<file path="config.mk">
export PLATFORM = sky130hd
export DESIGN_NAME = divmod_seq_arbiter_flat
export DESIGN_NICKNAME = d
export VERILOG_FILES = /design/src/rtl/divmod_seq_arbiter_if.sv /design/src/rtl/divmod_seq_arbiter.sv /design/src/flat_wrapper.sv
export SDC_FILE = /design/constraint.sdc
export NUM_CORES = 1
export LEC_CHECK = 0
export CAP_MARGIN = 20
export CORE_ASPECT_RATIO = 1.1
export CORE_MARGIN = 1.5
export CORE_UTILIZATION = 34
export DETAILED_ROUTE_END_ITERATION = 8
export SYNTH_ARGS = -nofsm -noshare
export SYNTH_HDL_FRONTEND = slang
export SYNTH_SLANG_ARGS = --single-unit
export TNS_END_PERCENT = 100
</file>
<file path="constraint.sdc">
create_clock -name clk -period 3.2 [get_ports clk]
set_input_delay 0.32 -clock clk [delete_from_list [all_inputs] [get_ports clk]]
set_output_delay 0.32 -clock clk [all_outputs]
set_load 0.02 [all_outputs]
</file>
<file path="src/rtl/divmod_seq_arbiter_if.sv">
// Request/response bundle for divmod_seq_arbiter: two divide requesters and one tagged result channel.
interface divmod_seq_arbiter_if #(
   parameter int WIDTH = 32
);
   logic             req0_valid;
   logic             req0_ready;
   logic [WIDTH-1:0] req0_a;
   logic [WIDTH-1:0] req0_b;
   logic             req1_valid;
   logic             req1_ready;
   logic [WIDTH-1:0] req1_a;
   logic [WIDTH-1:0] req1_b;
   logic             resp_valid;
   logic             resp_ready;
   logic             resp_id;
   logic [WIDTH-1:0] resp_q;
   logic [WIDTH-1:0] resp_r;
   logic             resp_dbz;

   modport master (
      output req0_valid, req0_a, req0_b, req1_valid, req1_a, req1_b, resp_ready,
      input  req0_ready, req1_ready, resp_valid, resp_id, resp_q, resp_r, resp_dbz
   );

   modport slave (
      input  req0_valid, req0_a, req0_b, req1_valid, req1_a, req1_b, resp_ready,
      output req0_ready, req1_ready, resp_valid, resp_id, resp_q, resp_r, resp_dbz
   );
endinterface

</file>
<file path="src/rtl/divmod_seq_arbiter.sv">
// Shared restoring divider (one quotient bit per clock) with round-robin arbitration between two requesters.
// Optional DIVMOD_FASTPATH_EN: jobs with a<b (b!=0) complete without iterating.
module divmod_seq_arbiter #(
   parameter int WIDTH = 32
) (
   input  logic                 clk,
   input  logic                 rst,
   divmod_seq_arbiter_if.slave  bus,
   output logic                 busy
);
   localparam int CW = $clog2(WIDTH);

   typedef enum logic [1:0] {IDLE, CALC, DONE} state_t;

   state_t           state, state_nx;
   logic             last_grant;
   logic             id;
   logic [CW-1:0]    cnt;
   logic [WIDTH-1:0] dvd;
   logic [WIDTH-1:0] dvs;
   logic [WIDTH:0]   rem;
   logic             resp_id;
   logic [WIDTH-1:0] resp_q;
   logic [WIDTH-1:0] resp_r;
   logic             resp_dbz;

   logic             gnt_id;
   logic             accept;
   logic             rdy0, rdy1;
   logic             last_iter;
   logic [WIDTH-1:0] sel_a, sel_b;

   // Shift one extra bit so the subtraction's borrow doubles as the compare.
   logic [WIDTH+1:0] rem_sh, diff;
   logic             ge;
   logic [WIDTH:0]   rem_nx;
   logic [WIDTH-1:0] dvd_nx;

   assign gnt_id    = (bus.req0_valid && bus.req1_valid) ? ~last_grant : bus.req1_valid;
   assign sel_a     = gnt_id ? bus.req1_a : bus.req0_a;
   assign sel_b     = gnt_id ? bus.req1_b : bus.req0_b;
   assign last_iter = (cnt == CW'(WIDTH-1));

   assign rem_sh = {rem, dvd[WIDTH-1]};
   assign diff   = rem_sh - {2'b00, dvs};
   assign ge     = ~diff[WIDTH+1];
   assign rem_nx = ge ? diff[WIDTH:0] : rem_sh[WIDTH:0];
   assign dvd_nx = {dvd[WIDTH-2:0], ge};

   always_comb begin
      state_nx = state;
      rdy0     = 1'b0;
      rdy1     = 1'b0;
      accept   = 1'b0;
      case (state)
         IDLE: begin
            if (bus.req0_valid || bus.req1_valid) begin
               accept = 1'b1;
               rdy0   = ~gnt_id;
               rdy1   = gnt_id;
`ifdef DIVMOD_FASTPATH_EN
               if (sel_b == '0 || sel_a < sel_b) state_nx = DONE;
               else                              state_nx = CALC;
`else
               if (sel_b == '0) state_nx = DONE;
               else             state_nx = CALC;
`endif
            end
         end
         CALC: if (last_iter) state_nx = DONE;
         DONE: if (bus.resp_ready) state_nx = IDLE;
         default: state_nx = IDLE;
      endcase
   end

   always_ff @(posedge clk) begin
      if (rst) state <= IDLE;
      else     state <= state_nx;
   end

   always_ff @(posedge clk) begin
      if (rst) begin
         last_grant <= 1'b1;
         id         <= 1'b0;
         cnt        <= '0;
         dvd        <= '0;
         dvs        <= '0;
         rem        <= '0;
         resp_id    <= 1'b0;
         resp_q     <= '0;
         resp_r     <= '0;
         resp_dbz   <= 1'b0;
      end else begin
         case (state)
            IDLE: begin
               if (accept) begin
                  last_grant <= gnt_id;
                  id         <= gnt_id;
                  dvd        <= sel_a;
                  dvs        <= sel_b;
                  rem        <= '0;
                  cnt        <= '0;
                  // Short-circuit jobs load the result now; DONE follows on the next edge.
                  if (sel_b == '0) begin
                     resp_id  <= gnt_id;
                     resp_q   <= '1;
                     resp_r   <= sel_a;
                     resp_dbz <= 1'b1;
                  end
`ifdef DIVMOD_FASTPATH_EN
                  else if (sel_a < sel_b) begin
                     resp_id  <= gnt_id;
                     resp_q   <= '0;
                     resp_r   <= sel_a;
                     resp_dbz <= 1'b0;
                  end
`endif
               end
            end
            CALC: begin
               dvd <= dvd_nx;
               rem <= rem_nx;
               cnt <= cnt + 1'b1;
               if (last_iter) begin
                  resp_id  <= id;
                  resp_q   <= dvd_nx;
                  resp_r   <= rem_nx[WIDTH-1:0];
                  resp_dbz <= 1'b0;
               end
            end
            default: ;
         endcase
      end
   end

   assign bus.req0_ready = rdy0;
   assign bus.req1_ready = rdy1;
   assign bus.resp_valid = (state == DONE);
   assign bus.resp_id    = resp_id;
   assign bus.resp_q     = resp_q;
   assign bus.resp_r     = resp_r;
   assign bus.resp_dbz   = resp_dbz;
   assign busy           = (state != IDLE);
endmodule

</file>
<file path="src/flat_wrapper.sv">
// flat-port wrapper written by rule: the top's interface ports become plain ports
module divmod_seq_arbiter_flat 
#(
   parameter int WIDTH = 32
)
  (clk, rst, busy, bus_req0_valid, bus_req0_a, bus_req0_b, bus_req1_valid, bus_req1_a, bus_req1_b, bus_resp_ready, bus_req0_ready, bus_req1_ready, bus_resp_valid, bus_resp_id, bus_resp_q, bus_resp_r, bus_resp_dbz);
  divmod_seq_arbiter_if #(.WIDTH(WIDTH)) bus_i ();
  input  logic clk;
  input  logic rst;
  output logic busy;
  input wire logic [$bits(bus_i.req0_valid)-1:0] bus_req0_valid;
  input wire logic [$bits(bus_i.req0_a)-1:0] bus_req0_a;
  input wire logic [$bits(bus_i.req0_b)-1:0] bus_req0_b;
  input wire logic [$bits(bus_i.req1_valid)-1:0] bus_req1_valid;
  input wire logic [$bits(bus_i.req1_a)-1:0] bus_req1_a;
  input wire logic [$bits(bus_i.req1_b)-1:0] bus_req1_b;
  input wire logic [$bits(bus_i.resp_ready)-1:0] bus_resp_ready;
  output wire logic [$bits(bus_i.req0_ready)-1:0] bus_req0_ready;
  output wire logic [$bits(bus_i.req1_ready)-1:0] bus_req1_ready;
  output wire logic [$bits(bus_i.resp_valid)-1:0] bus_resp_valid;
  output wire logic [$bits(bus_i.resp_id)-1:0] bus_resp_id;
  output wire logic [$bits(bus_i.resp_q)-1:0] bus_resp_q;
  output wire logic [$bits(bus_i.resp_r)-1:0] bus_resp_r;
  output wire logic [$bits(bus_i.resp_dbz)-1:0] bus_resp_dbz;
  assign bus_i.req0_valid = bus_req0_valid;
  assign bus_i.req0_a = bus_req0_a;
  assign bus_i.req0_b = bus_req0_b;
  assign bus_i.req1_valid = bus_req1_valid;
  assign bus_i.req1_a = bus_req1_a;
  assign bus_i.req1_b = bus_req1_b;
  assign bus_i.resp_ready = bus_resp_ready;
  assign bus_req0_ready = bus_i.req0_ready;
  assign bus_req1_ready = bus_i.req1_ready;
  assign bus_resp_valid = bus_i.resp_valid;
  assign bus_resp_id = bus_i.resp_id;
  assign bus_resp_q = bus_i.resp_q;
  assign bus_resp_r = bus_i.resp_r;
  assign bus_resp_dbz = bus_i.resp_dbz;
  divmod_seq_arbiter #(.WIDTH(WIDTH)) u_core (.clk(clk), .rst(rst), .bus(bus_i), .busy(busy));
endmodule
</file>
==> results.txt <==
Net count after synthesis: 1485
Synth top area share: 35.2%
Routed vias/inst: 5.41
TritonCTS clock tree: built
Post-route cell area: 13100 um2
YS warnings: 0
First-pass GRT wire length: 51000 um
Pre-CTS setup slack: -70.1 ps
Seq/Total Area, Yosys: 35.2%
Pin count of the biggest net entering global routing: 81
Net Sw Power: 3.18 mW
Drt first pass iters: 5
Initial antenna violation count: 0
PortBufs: 202
CTS Hold Buffers Added: 0
Kind of end point of the critical path: flop
Post-layout net count: 1657
Largest cells by area after synthesis: dfxtp_1, nand2_1, a21oi_1
CP Cell Sequence: ha_4 -> a21oi_2 -> o21ai_1 -> or4_1 -> a31o_1 -> o21a_4 -> o21a_4 -> buf_12 -> or4_4 -> mux2i_4 -> o41ai_2
Placement Cell Area: 12400 um2
Final Cycle Share: 95.5%
Setup CP Type: reg -> reg
Most common cell in the synthesized netlist: nand2_1
Clock buffer count from CTS: 17
Dpl hpwl: 24100 um
Final Hold Fails: 0
Grt ovf: 0
Post-Synthesis Cell Area: 9770 um2
Status: completed
Worst hold path type: in -> reg
Setup violators final: 0
Seq pwr share: 30.8%
Delay-heaviest family, CP: compound AO/OA/AOI/OAI gates
Final wirelength: 32600 um
Area growth syn-to-layout: 34.1%
Post-synth EDFFs: 0
DRT iter0 DRCs: 833
Avg WL per Cell: 17.5 um
H-tree levels: 4
Clk pwr share: 25.3%
Critical Path Source Type: flop
Clock latency on the worst-skew pair: 430 ps
Area leader, netlist: dfxtp_1
Register bit total from synthesis: 172
DIE HEIGHT: 181 um
Final Util: 46.8%
Pwr per Cell Area: 613 nW/um2
Max incr delay on CP: 500 ps
Worst path bufs/invs: 1
Fillers: 2841
CTS clk-pin slew, worst paths: 70 ps
Synth Flop Type: dfxtp_1
CP dominant cell by count: o21a_4
Placer Congestion: 0.911
Final Critical Period: 3060 ps
Static Leak: 4.94 nW
Sw frac: 39.6%
Slew headroom: 55.4%
Setup tns final: 0 ps
Post-Syn Area per Cell: 7.42 um2
Root buf cell: clkbuf_16
Worst EP required: 3490 ps
Antenna Diode Count: 0
Global-route usage over all layers: 21.5%
Tot Pwr: 8.04 mW
Cells after synthesis: 1317
Clock Sinks: 172
Core Rows: 64
Logic pwr share: 43.9%
Worst Tran Pin Value: 667 ps
CP Max Fanout: 27
Synth cell types: 66
Ports: 203
Layout cells sized above 1: 9.93%
Commonest cells in the netlist: nand2_1, dfxtp_1, nor2_1
Final worst slack: 145 ps
Final Max Tran Viols: 0
Clock Tree Buf Depth: 2
IR drop worst, VDD: 375 uV
# Max-Cap Violations: 0
Vias post-DR: 10100
Antenna-violating nets left: 0
Slowest stage cell, crit path: or4_4
Share of synthesized registers carrying an async set or reset: 0%
Starting Density: 34.9%
Placeable core area: 28000 um2
Internal Power: 4.86 mW
Clk_skew: 12.1 ps
Fmax: 327 MHz
Drt drc: 0
Die X: 165 um
Die footprint: 29800 um2
CP arrival: 3340 ps
Vias in the first global route: 9272
[metrics by stage]
step,cells,hold slack (ps)
global placement,1832,443
finish,1864,374
detailed placement,1832,458
floorplan,1317,436
CTS,1863,350
global route,1864,384
[repair_timing]
item / 4_1_cts / 5_1_grt
gates resized for setup: 2 / 29
buffers inserted: 0 / 1
pin swaps: 0 / 10
endpoints found under the setup margin: 3 / 38
[layer usage]
layer / global-route usage [%] / share of wire [%] / vias up
li1: - / - / 5058
met1: 32.1 / 49 / 4689
met2: 33.0 / 44 / 332
met3: 3.01 / 6.5 / 11
met4: 3.64 / 0.64 / 0
met5: 0 / 0 / -
[area by class of cell]
cell class | count | area [um2] | share of cell area, %
clock buffers | 17 | 425 | 3.25
clock inverters | 14 | 145 | 1.11
inverters | 45 | 169 | 1.29
multi-input cells | 994 | 5930 | 45.2
flip-flops and latches | 172 | 3450 | 26.3
well taps | 363 | 454 | 3.47
repair buffers | 259 | 2540 | 19.4
[sequential cells by signal (all words and copies together) (netlist names)]
name / flops
u_core.bus.resp_dbz: 1
u_core.bus.resp_id: 1
u_core.bus.resp_q: 32
u_core.bus.resp_r: 32
u_core.cnt: 5
u_core.dvd: 32
u_core.dvs: 32
u_core.id: 1
u_core.last_grant: 1
u_core.rem: 33
u_core.state: 2
[final timing paths]
| kind | to | slack (ps) | cells past startpoint | start |
|---|---|---|---|---|
| setup / recovery | u_core.bus.resp_r[30] | 140 | 11 | u_core.rem[17] |
| hold / removal | u_core.rem[25] | 370 | 2 | rst |
| setup reg to reg | u_core.bus.resp_r[30] | 140 | 11 | u_core.rem[17] |
| hold reg to reg | u_core.last_grant | 480 | 1 | u_core.last_grant |
[power by group through the flow]
stage | clock network (mW) | registers [mW] | logic [mW]
floorplan | 0 | 2.45 | 2.22
global placement | 0 | 2.51 | 3.33
detailed placement | 0 | 2.52 | 3.33
CTS | 2.07 | 2.47 | 3.36
global route | 2.16 | 2.50 | 3.86
finish | 2.04 | 2.48 | 3.53
[kinds of logic (layout without fill, tap and decap cells)]
kind of cell | after synthesis | after routing | share of synthesized area, %
AND/OR/NAND/NOR | 574 | 574 | 26.4
AO/OA/AOI/OAI | 365 | 365 | 25.8
flip-flops | 172 | 172 | 35.2
buffers and inverters | 151 | 335 | 6.17
adder cells (fa/ha/maj) | 35 | 35 | 4.56
XOR/XNOR | 14 | 14 | 1.25
multiplexers | 6 | 6 | 0.615
[cells in the final DEF (no fill, tap or decap), types with 6 or more instances in the layout]
| cell | instances |
|---|---|
| buf_12 | 7 |
| nor2b_1 | 6 |
| ha_1 | 31 |
| o21ai_0 | 37 |
| nand3b_1 | 12 |
| a22oi_1 | 26 |
| a21oi_1 | 113 |
| a31oi_1 | 7 |
| a21boi_0 | 9 |
| xnor2_1 | 13 |
| nand4_1 | 13 |
| clkdlybuf4s50_1 | 201 |
| a21o_1 | 26 |
| nand2_1 | 207 |
| nand2b_1 | 6 |
| a211oi_1 | 23 |
| nor2_1 | 149 |
| a21boi_2 | 8 |
| nor3_1 | 92 |
| and3_1 | 10 |
| o21ai_1 | 11 |
| a221oi_1 | 6 |
| buf_4 | 50 |
| inv_1 | 45 |
| or2_2 | 6 |
| nor4_1 | 18 |
| nand3_1 | 29 |
| o41ai_2 | 8 |
| o21a_1 | 7 |
| a311oi_1 | 36 |
| clkbuf_16 | 17 |
| dfxtp_1 | 170 |
No activity file was read; power rests on OpenSTA's default activity.
